[src/rtl/stage_memory.sv]
// Memory-access pipeline stage: issues data-memory requests, stalls while memory is busy,
// aligns load data and registers writeback values. Optional: MEM_MISALIGN_CHECK_EN.
module stage_memory (
  input  logic        clk,
  input  logic        rst_n,
  input  logic [4:0]  execute_rd,
  input  logic        execute_regfile_wr_enable,
  input  logic [1:0]  execute_result_src,
  input  logic        execute_datamem_wr_enable,
  input  logic [2:0]  execute_funct3,
  input  logic [31:0] execute_alu_result,
  input  logic [31:0] execute_wr_datamem_data,
  input  logic [31:0] execute_instr_addr_plus,
  output logic        dmem_req,
  output logic        dmem_we,
  output logic [31:0] dmem_addr,
  output logic [31:0] dmem_wdata,
  output logic [3:0]  dmem_be,
  input  logic        dmem_ready,
  input  logic [31:0] dmem_rdata,
  output logic        mem_stall,
  output logic [4:0]  mem_rd,
  output logic        mem_regfile_wr_enable,
  output logic [1:0]  mem_result_src,
  output logic [31:0] mem_alu_result,
  output logic [31:0] mem_read_data,
  output logic [31:0] mem_instr_addr_plus,
  output logic        mem_misaligned
);

  typedef enum logic {S_IDLE, S_WAIT} state_t;

  state_t      state_q;
  logic        is_load, is_store, misaligned, access;
  logic [1:0]  idx;
  logic [3:0]  store_be;
  logic [7:0]  load_byte;
  logic [15:0] load_half;
  logic [31:0] load_data;

  logic [4:0]  mem_rd_q;
  logic        mem_wr_en_q, mem_misaligned_q;
  logic [1:0]  mem_src_q;
  logic [31:0] mem_alu_q, mem_read_q, mem_plus_q;

  assign is_load  = (execute_result_src == 2'b01);
  assign is_store = execute_datamem_wr_enable;
  assign idx      = execute_alu_result[1:0];

`ifdef MEM_MISALIGN_CHECK_EN
  assign misaligned = (is_load || is_store) &&
                      (((execute_funct3[1:0] == 2'b01) && execute_alu_result[0]) ||
                       ((execute_funct3 == 3'b010) && (idx != 2'b00)));
`else
  assign misaligned = 1'b0;
`endif

  // Inputs stay frozen by mem_stall while waiting, so the request is driven purely from them.
  assign access    = (is_load || is_store) && !misaligned;
  assign dmem_req  = rst_n && access;
  assign mem_stall = rst_n && access && !dmem_ready;
  assign dmem_we   = dmem_req && is_store;
  assign dmem_addr = {execute_alu_result[31:2], 2'b00};
  assign dmem_be   = !dmem_req ? 4'b0000 : (is_store ? store_be : 4'b1111);

  always_comb begin
    dmem_wdata = execute_wr_datamem_data;
    store_be   = 4'b0000;
    case (execute_funct3)
      3'b000: begin
        dmem_wdata = {4{execute_wr_datamem_data[7:0]}};
        store_be   = 4'b0001 << idx;
      end
      3'b001: begin
        dmem_wdata = {2{execute_wr_datamem_data[15:0]}};
        store_be   = 4'b0011 << {idx[1], 1'b0};
      end
      3'b010:  store_be = 4'b1111;
      default: store_be = 4'b0000;
    endcase
  end

  assign load_byte = dmem_rdata[{idx, 3'b000} +: 8];
  assign load_half = idx[1] ? dmem_rdata[31:16] : dmem_rdata[15:0];

  always_comb begin
    case (execute_funct3)
      3'b000:  load_data = {{24{load_byte[7]}}, load_byte};
      3'b001:  load_data = {{16{load_half[15]}}, load_half};
      3'b010:  load_data = dmem_rdata;
      3'b100:  load_data = {24'd0, load_byte};
      3'b101:  load_data = {16'd0, load_half};
      default: load_data = 32'd0;
    endcase
  end

  always_ff @(posedge clk) begin
    if (!rst_n) begin
      state_q <= S_IDLE;
    end else begin
      case (state_q)
        S_IDLE:  if (access && !dmem_ready) state_q <= S_WAIT;
        S_WAIT:  if (dmem_ready) state_q <= S_IDLE;
        default: state_q <= S_IDLE;
      endcase
    end
  end

  always_ff @(posedge clk) begin
    if (!rst_n) begin
      mem_rd_q         <= 5'd0;
      mem_wr_en_q      <= 1'b0;
      mem_src_q        <= 2'b00;
      mem_alu_q        <= 32'd0;
      mem_read_q       <= 32'd0;
      mem_plus_q       <= 32'd0;
      mem_misaligned_q <= 1'b0;
    end else if (mem_stall) begin
      // Bubble so a still-pending instruction is neither written back nor forwarded.
      mem_rd_q         <= 5'd0;
      mem_wr_en_q      <= 1'b0;
      mem_src_q        <= 2'b00;
      mem_alu_q        <= execute_alu_result;
      mem_read_q       <= 32'd0;
      mem_plus_q       <= execute_instr_addr_plus;
      mem_misaligned_q <= 1'b0;
    end else begin
      mem_rd_q         <= execute_rd;
      mem_wr_en_q      <= execute_regfile_wr_enable && !misaligned;
      mem_src_q        <= execute_result_src;
      mem_alu_q        <= execute_alu_result;
      mem_read_q       <= (is_load && !misaligned) ? load_data : 32'd0;
      mem_plus_q       <= execute_instr_addr_plus;
      mem_misaligned_q <= misaligned;
    end
  end

  assign mem_rd                = mem_rd_q;
  assign mem_regfile_wr_enable = mem_wr_en_q;
  assign mem_result_src        = mem_src_q;
  assign mem_alu_result        = mem_alu_q;
  assign mem_read_data         = mem_read_q;
  assign mem_instr_addr_plus   = mem_plus_q;
  assign mem_misaligned        = mem_misaligned_q;

endmodule

[config.mk]
export PLATFORM = sky130hd
export DESIGN_NAME = stage_memory
export DESIGN_NICKNAME = d
export VERILOG_FILES = /design/src/rtl/stage_memory.sv
export SDC_FILE = /design/constraint.sdc
export NUM_CORES = 1
export LEC_CHECK = 0
export CAP_MARGIN = 20
export CORE_MARGIN = 8
export CORE_UTILIZATION = 34
export CTS_CLUSTER_SIZE = 16
export DETAILED_ROUTE_END_ITERATION = 10
export PLACE_DENSITY = 0.79
export SETUP_SLACK_MARGIN = 0.2
export SYNTH_ARGS = -nofsm -noshare
export SYNTH_HDL_FRONTEND = slang
export SYNTH_SLANG_ARGS = --single-unit
[constraint.sdc]
create_clock -name clk -period 2.01 [get_ports clk]
set_clock_uncertainty 0.1 [all_clocks]
set_input_delay 0.402 -clock clk [delete_from_list [all_inputs] [get_ports clk]]
set_output_delay 0.402 -clock clk [all_outputs]
set_load 0.02 [all_outputs]
# Word level (Yosys, flattened, before mapping)
# Index checks and enable logic that the tools add are counted.
# Widths: inputs -> output; s select.
dict set report totals {
  out_inout_bits 176
  ff_bits 104
  word_cells 30
}
dict set report op_classes {
  muxes 6
  n_eq_ne 5
  n_bitwise 2
  n_shift 3
  reduce_logical 8
}
# cell count
set ops {}
lappend ops {{$pmux 32 s5} 1}
lappend ops {{$pmux 32 s2} 1}
lappend ops {{$shiftx 32x6->8} 1}
lappend ops {{$mux 16} 1}
lappend ops {{$pmux 4 s3} 1}
lappend ops {{$mux 4} 2}
lappend ops {{$eq 3x3->1 const B} 2}
lappend ops {{$shl 1x2->4 const A} 1}
lappend ops {{$shl 2x2->4 const A} 1}
lappend ops {{$eq 3x1->1 const B} 1}
lappend ops {{$eq 3x2->1 const B} 1}
lappend ops {{$logic_and 1x1->1} 3}
lappend ops {{$logic_not 3->1} 1}
lappend ops {{$reduce_or 3->1} 1}
lappend ops {{$eq 2x1->1 const B} 1}
lappend ops {{$not 1->1} 2}
lappend ops {{$reduce_or 2->1} 1}
lappend ops {{$logic_not 1->1} 1}
lappend ops {{$logic_or 1x1->1} 1}

# Logic depth before layout (Yosys ltp)
dict set report logic_depth {
  ltp_word 5
  depth_mapped 6
}

# Least setup slack after synthesis
# No wires, ideal clock.
dict set report synth_path {
  path_type {input to output}
  startpoint {input port execute_funct3[1]}
  endpoint {output port dmem_be[2]}
  stages 6
  required_time_ns 1.508
  t_arrival_ns 1.462
  path_slack_ns 0.046
  cell_sequence {buf_2 > nor2b_1 > buf_2 > a21boi_0 > o21a_1 > a21oi_1}
}
dict set report synth_via {
  elab_chain_cells 4
  elab_cells_between_ends 6
  cone_classes {eq/ne (2); mux (3); reduce/logical (1)}
}
# element line
set synth_rtl {}
lappend synth_rtl {{start: declaration} 10} ;# input logic [2:0] execute_funct3,
lappend synth_rtl {{$eq 3x2->1, or another cell as far along} 69} ;# case (execute_funct3)
lappend synth_rtl {{$pmux 4 s3 (*)} 69}
lappend synth_rtl {{$mux 4 (*) (2 in a row)} 64} ;# assign dmem_be = !dmem_req ? 4'b0000 : (is_store ? store_be : 4'b1111);
lappend synth_rtl {{end: declaration} 18} ;# output logic [3:0] dmem_be,
# Every way passes the cells marked *; elsewhere a longest branch is shown, timed or not.

# Worst setup path after layout
dict set report layout_path {
  startpoint {input port execute_funct3[0]}
  endpoint {output port dmem_wdata[13]}
}
dict set report layout_via {
  elab_chain_cells 2
  elab_cells_between_ends 3
  cone_classes {eq/ne (1); mux (1); reduce/logical (1)}
}
# element line
set layout_rtl {}
lappend layout_rtl {{$eq 3x1->1 / $logic_not 3->1 (equally long branches)} 69}
lappend layout_rtl {{$pmux 32 s2 (*)} 69}
lappend layout_rtl {{end: declaration} 17} ;# output logic [31:0] dmem_wdata,
# Marks and branches as above.

==> results.yml <==
sta:
  rsz0062_at_grt: "yes"
  setup_violations: 8
  drv_slew: 0
  fmax_mhz: 494
  period_needed_ns: 2.03
  period_share_pct: 101
  fin_hold_ws_ns: 0.328
  setup_tns_ns: -0.0846
  hold_viol: 0
  setup_slack_ns: -0.0154
grt:
  grtUsageTotal_pct: 20.0
  grt_pass1_wl_mm: 25.2
  antenna_found_initial: 0
  overflow: 0
  grt_pass1_vias: 4450
  grt_max_degree: 69
floorplanning:
  fp-row-count: 40
  start_util_pct: 34.5
  fp.dieW_um: 126
  chipHeight_um: 126
  coreArea_mm2: 0.0119
  ios: 319
  dieArea_mm2: 0.0159
logic_synthesis:
  syn_area_mm2: 0.00411
  synth_flop_cell: "dfxtp_1"
  synth_top_area_share_pct: 50.7
  yosys_warnings: 0
  synth-edff-count: 0
  synth_area_leaders: "dfxtp_1 51%, and2_1 11%, buf_4 7.5%"
  yosysSeqAreaShare_pct: 50.7
  synth_cell_types: 37
  synth_area_leader_cell: "dfxtp_1"
  avgSynthCellArea_um2: 10.1
  synthCells: 406
  synth_seq_cells: 104
  synthArstFlopShare_pct: 0
critical_path:
  path_depth: 7
  endpoint: "dmem_wdata[13]"
  path_buf_inv: 5
  cp-startpoint: "execute_funct3[0]"
  crit_top_cell: "buf_6"
  cp_data_required_time_ns: 1.51
  max_stage_delay_ns: 0.31
  start_kind: "input pin"
  crit_fanout: 6
  worstPathCellList: "buf_8 -> buf_6 -> nor3_4 -> buf_6 -> buf_16 -> mux2_4 -> buf_6"
  cp.arrival_ns: 1.52
  cpLargestDelayFamily: "buffers and inverters"
  criticalPathCategory: "in2out"
  endpoint_kind: "output pin"
  crit_slowest_cell: "mux2_4"
pwr:
  p_leak_nw: 3.56
  powerDensity_mw_per_mm2: 647
  vdd_drop_max_mv: 0.478
  finalPower_mw: 5.25
placed_design:
  dp_slack_ns: -0.824
  dpl-instance-area_mm2: 0.00732
  hpwl_mm: 13.4
  port_buffers: 315
  place.gp.congestion: 0.874
layout:
  design_area_mm2: 0.00812
  diodes: 0
  fin_nets: 867
  area_growth_pct: 97.8
  layout-drive-gt1-share_pct: 23.0
worst_hold_path:
  hp-class: "in2reg"
cts:
  cts.clk_slew.worst_paths_ns: 0.07
  clk_path_buf_depth: 2
  htree_levels: 3
  clock-root-buffer: "clkbuf_16"
  ctsHoldBuffers: 0
  cts_tree: "done"
  cts_buffers: 9
  cts_sinks: 104
detailed_routing:
  drtAntennaViolNets: 0
  first_pass_iters: 5
  drc: 0
  wl_per_cell_um: 20.0
  drt-initial-drc-count: 258
  avgViaCountPerCell: 4.68
  num_vias: 4104
  routed_wl_mm: 17.5
run:
  cap_violations: 0
outcome:
  status: "finished, violations left"
  violations: "setup timing"
## power by group
group          internal (mW)  switching, mW  total [mW]
registers               2.14         0.0204        2.16
logic                  0.731          0.603        1.33
clock network           1.01          0.748        1.76
## area by class of cell
type / instances / area (um^2)
Clock buffer: 11 / 243
Clock inverter: 5 / 62.6
Fill cell: 890 / 3790
Inverter: 2 / 7.51
Multi-Input combinational cell: 237 / 1820
Sequential cell: 104 / 2080
Tap cell: 147 / 184
Timing Repair Buffer: 370 / 3730
## per-layer routing
metal / wire, um / vias up / track usage [%]
li1: - / 1954 / -
met1: 6120 / 1892 / 19.4
met2: 9390 / 225 / 38.1
met3: 1530 / 33 / 6.54
met4: 452 / 0 / 8.28
met5: 0 / - / 0
## logic make-up after synthesis
logic type      count (synthesis)  synth area share [%]
flops                         104                  50.7
buf+inv                        67                  11.3
mux                            36                  9.63
compound gates                 65                  9.81
simple gates                  133                  18.5
other cells                     1                0.0913
## Yosys cell counts, types with 2 or more instances
cell type,number
a21boi_0,2
a21oi_1,42
a222oi_1,6
a22oi_1,6
and2_1,73
buf_2,11
buf_4,41
buf_6,6
clkbuf_1,7
dfxtp_1,104
inv_1,2
mux2_2,23
mux2i_1,11
nand2_1,17
nand3_1,3
nand4_1,2
nor2_1,22
nor2b_1,3
nor3_1,3
o21a_1,3
o21ai_0,3
## sequential cells by signal (all words and copies together), names as in the netlist
register               cells
mem_alu_result            32
mem_instr_addr_plus       32
mem_read_data             32
mem_rd                     5
mem_result_src             2
mem_regfile_wr_enable      1
## repair_timing
item,in CTS,in global routing
gates cloned,2,1
pin swaps,11,12
resized for setup,263,86
endpoints found under the hold margin,0,0
endpoints found under the setup margin,102,74
buffers inserted,5,10
## worst min path at each step
stage	depth (start not counted)	from	to	slack, ns
floorplan	1	execute_rd[0]	mem_rd[0]	0.42
global placement	2	execute_rd[3]	mem_rd[3]	0.87
detailed placement	2	execute_rd[3]	mem_rd[3]	0.87
CTS	2	execute_result_src[0]	mem_result_src[0]	0.30
global route	2	execute_result_src[0]	mem_result_src[0]	0.34
finish	2	execute_result_src[0]	mem_result_src[0]	0.33
## through the flow
| stage | util (%) | cells |
|---|---|---|
| 5_1_grt | 68.2 | 876 |
| 2_1_floorplan | - | 408 |
| 3_3_place_gp | 61.4 | 842 |
| 6_report | 68.2 | 876 |
| 3_5_place_dp | 61.4 | 842 |
| 4_1_cts | 65.0 | 865 |
## placed cells by master, fill, tap and decap left out, types with 7 or more instances in the layout
cell type | Yosys | final
clkdlybuf4s50_1 | 0 | 206
dfxtp_1 | 104 | 104
and2_1 | 73 | 73
dlygate4sd2_1 | 0 | 52
buf_4 | 41 | 43
buf_6 | 6 | 35
a21oi_1 | 42 | 31
nor2_1 | 22 | 19
dlymetal6s2s_1 | 0 | 18
mux2_4 | 1 | 17
nand2_1 | 17 | 17
clkbuf_16 | 0 | 10
mux2i_1 | 11 | 8
a21oi_2 | 0 | 7
mux2_2 | 23 | 7
Power figures use the tool's default switching activity.
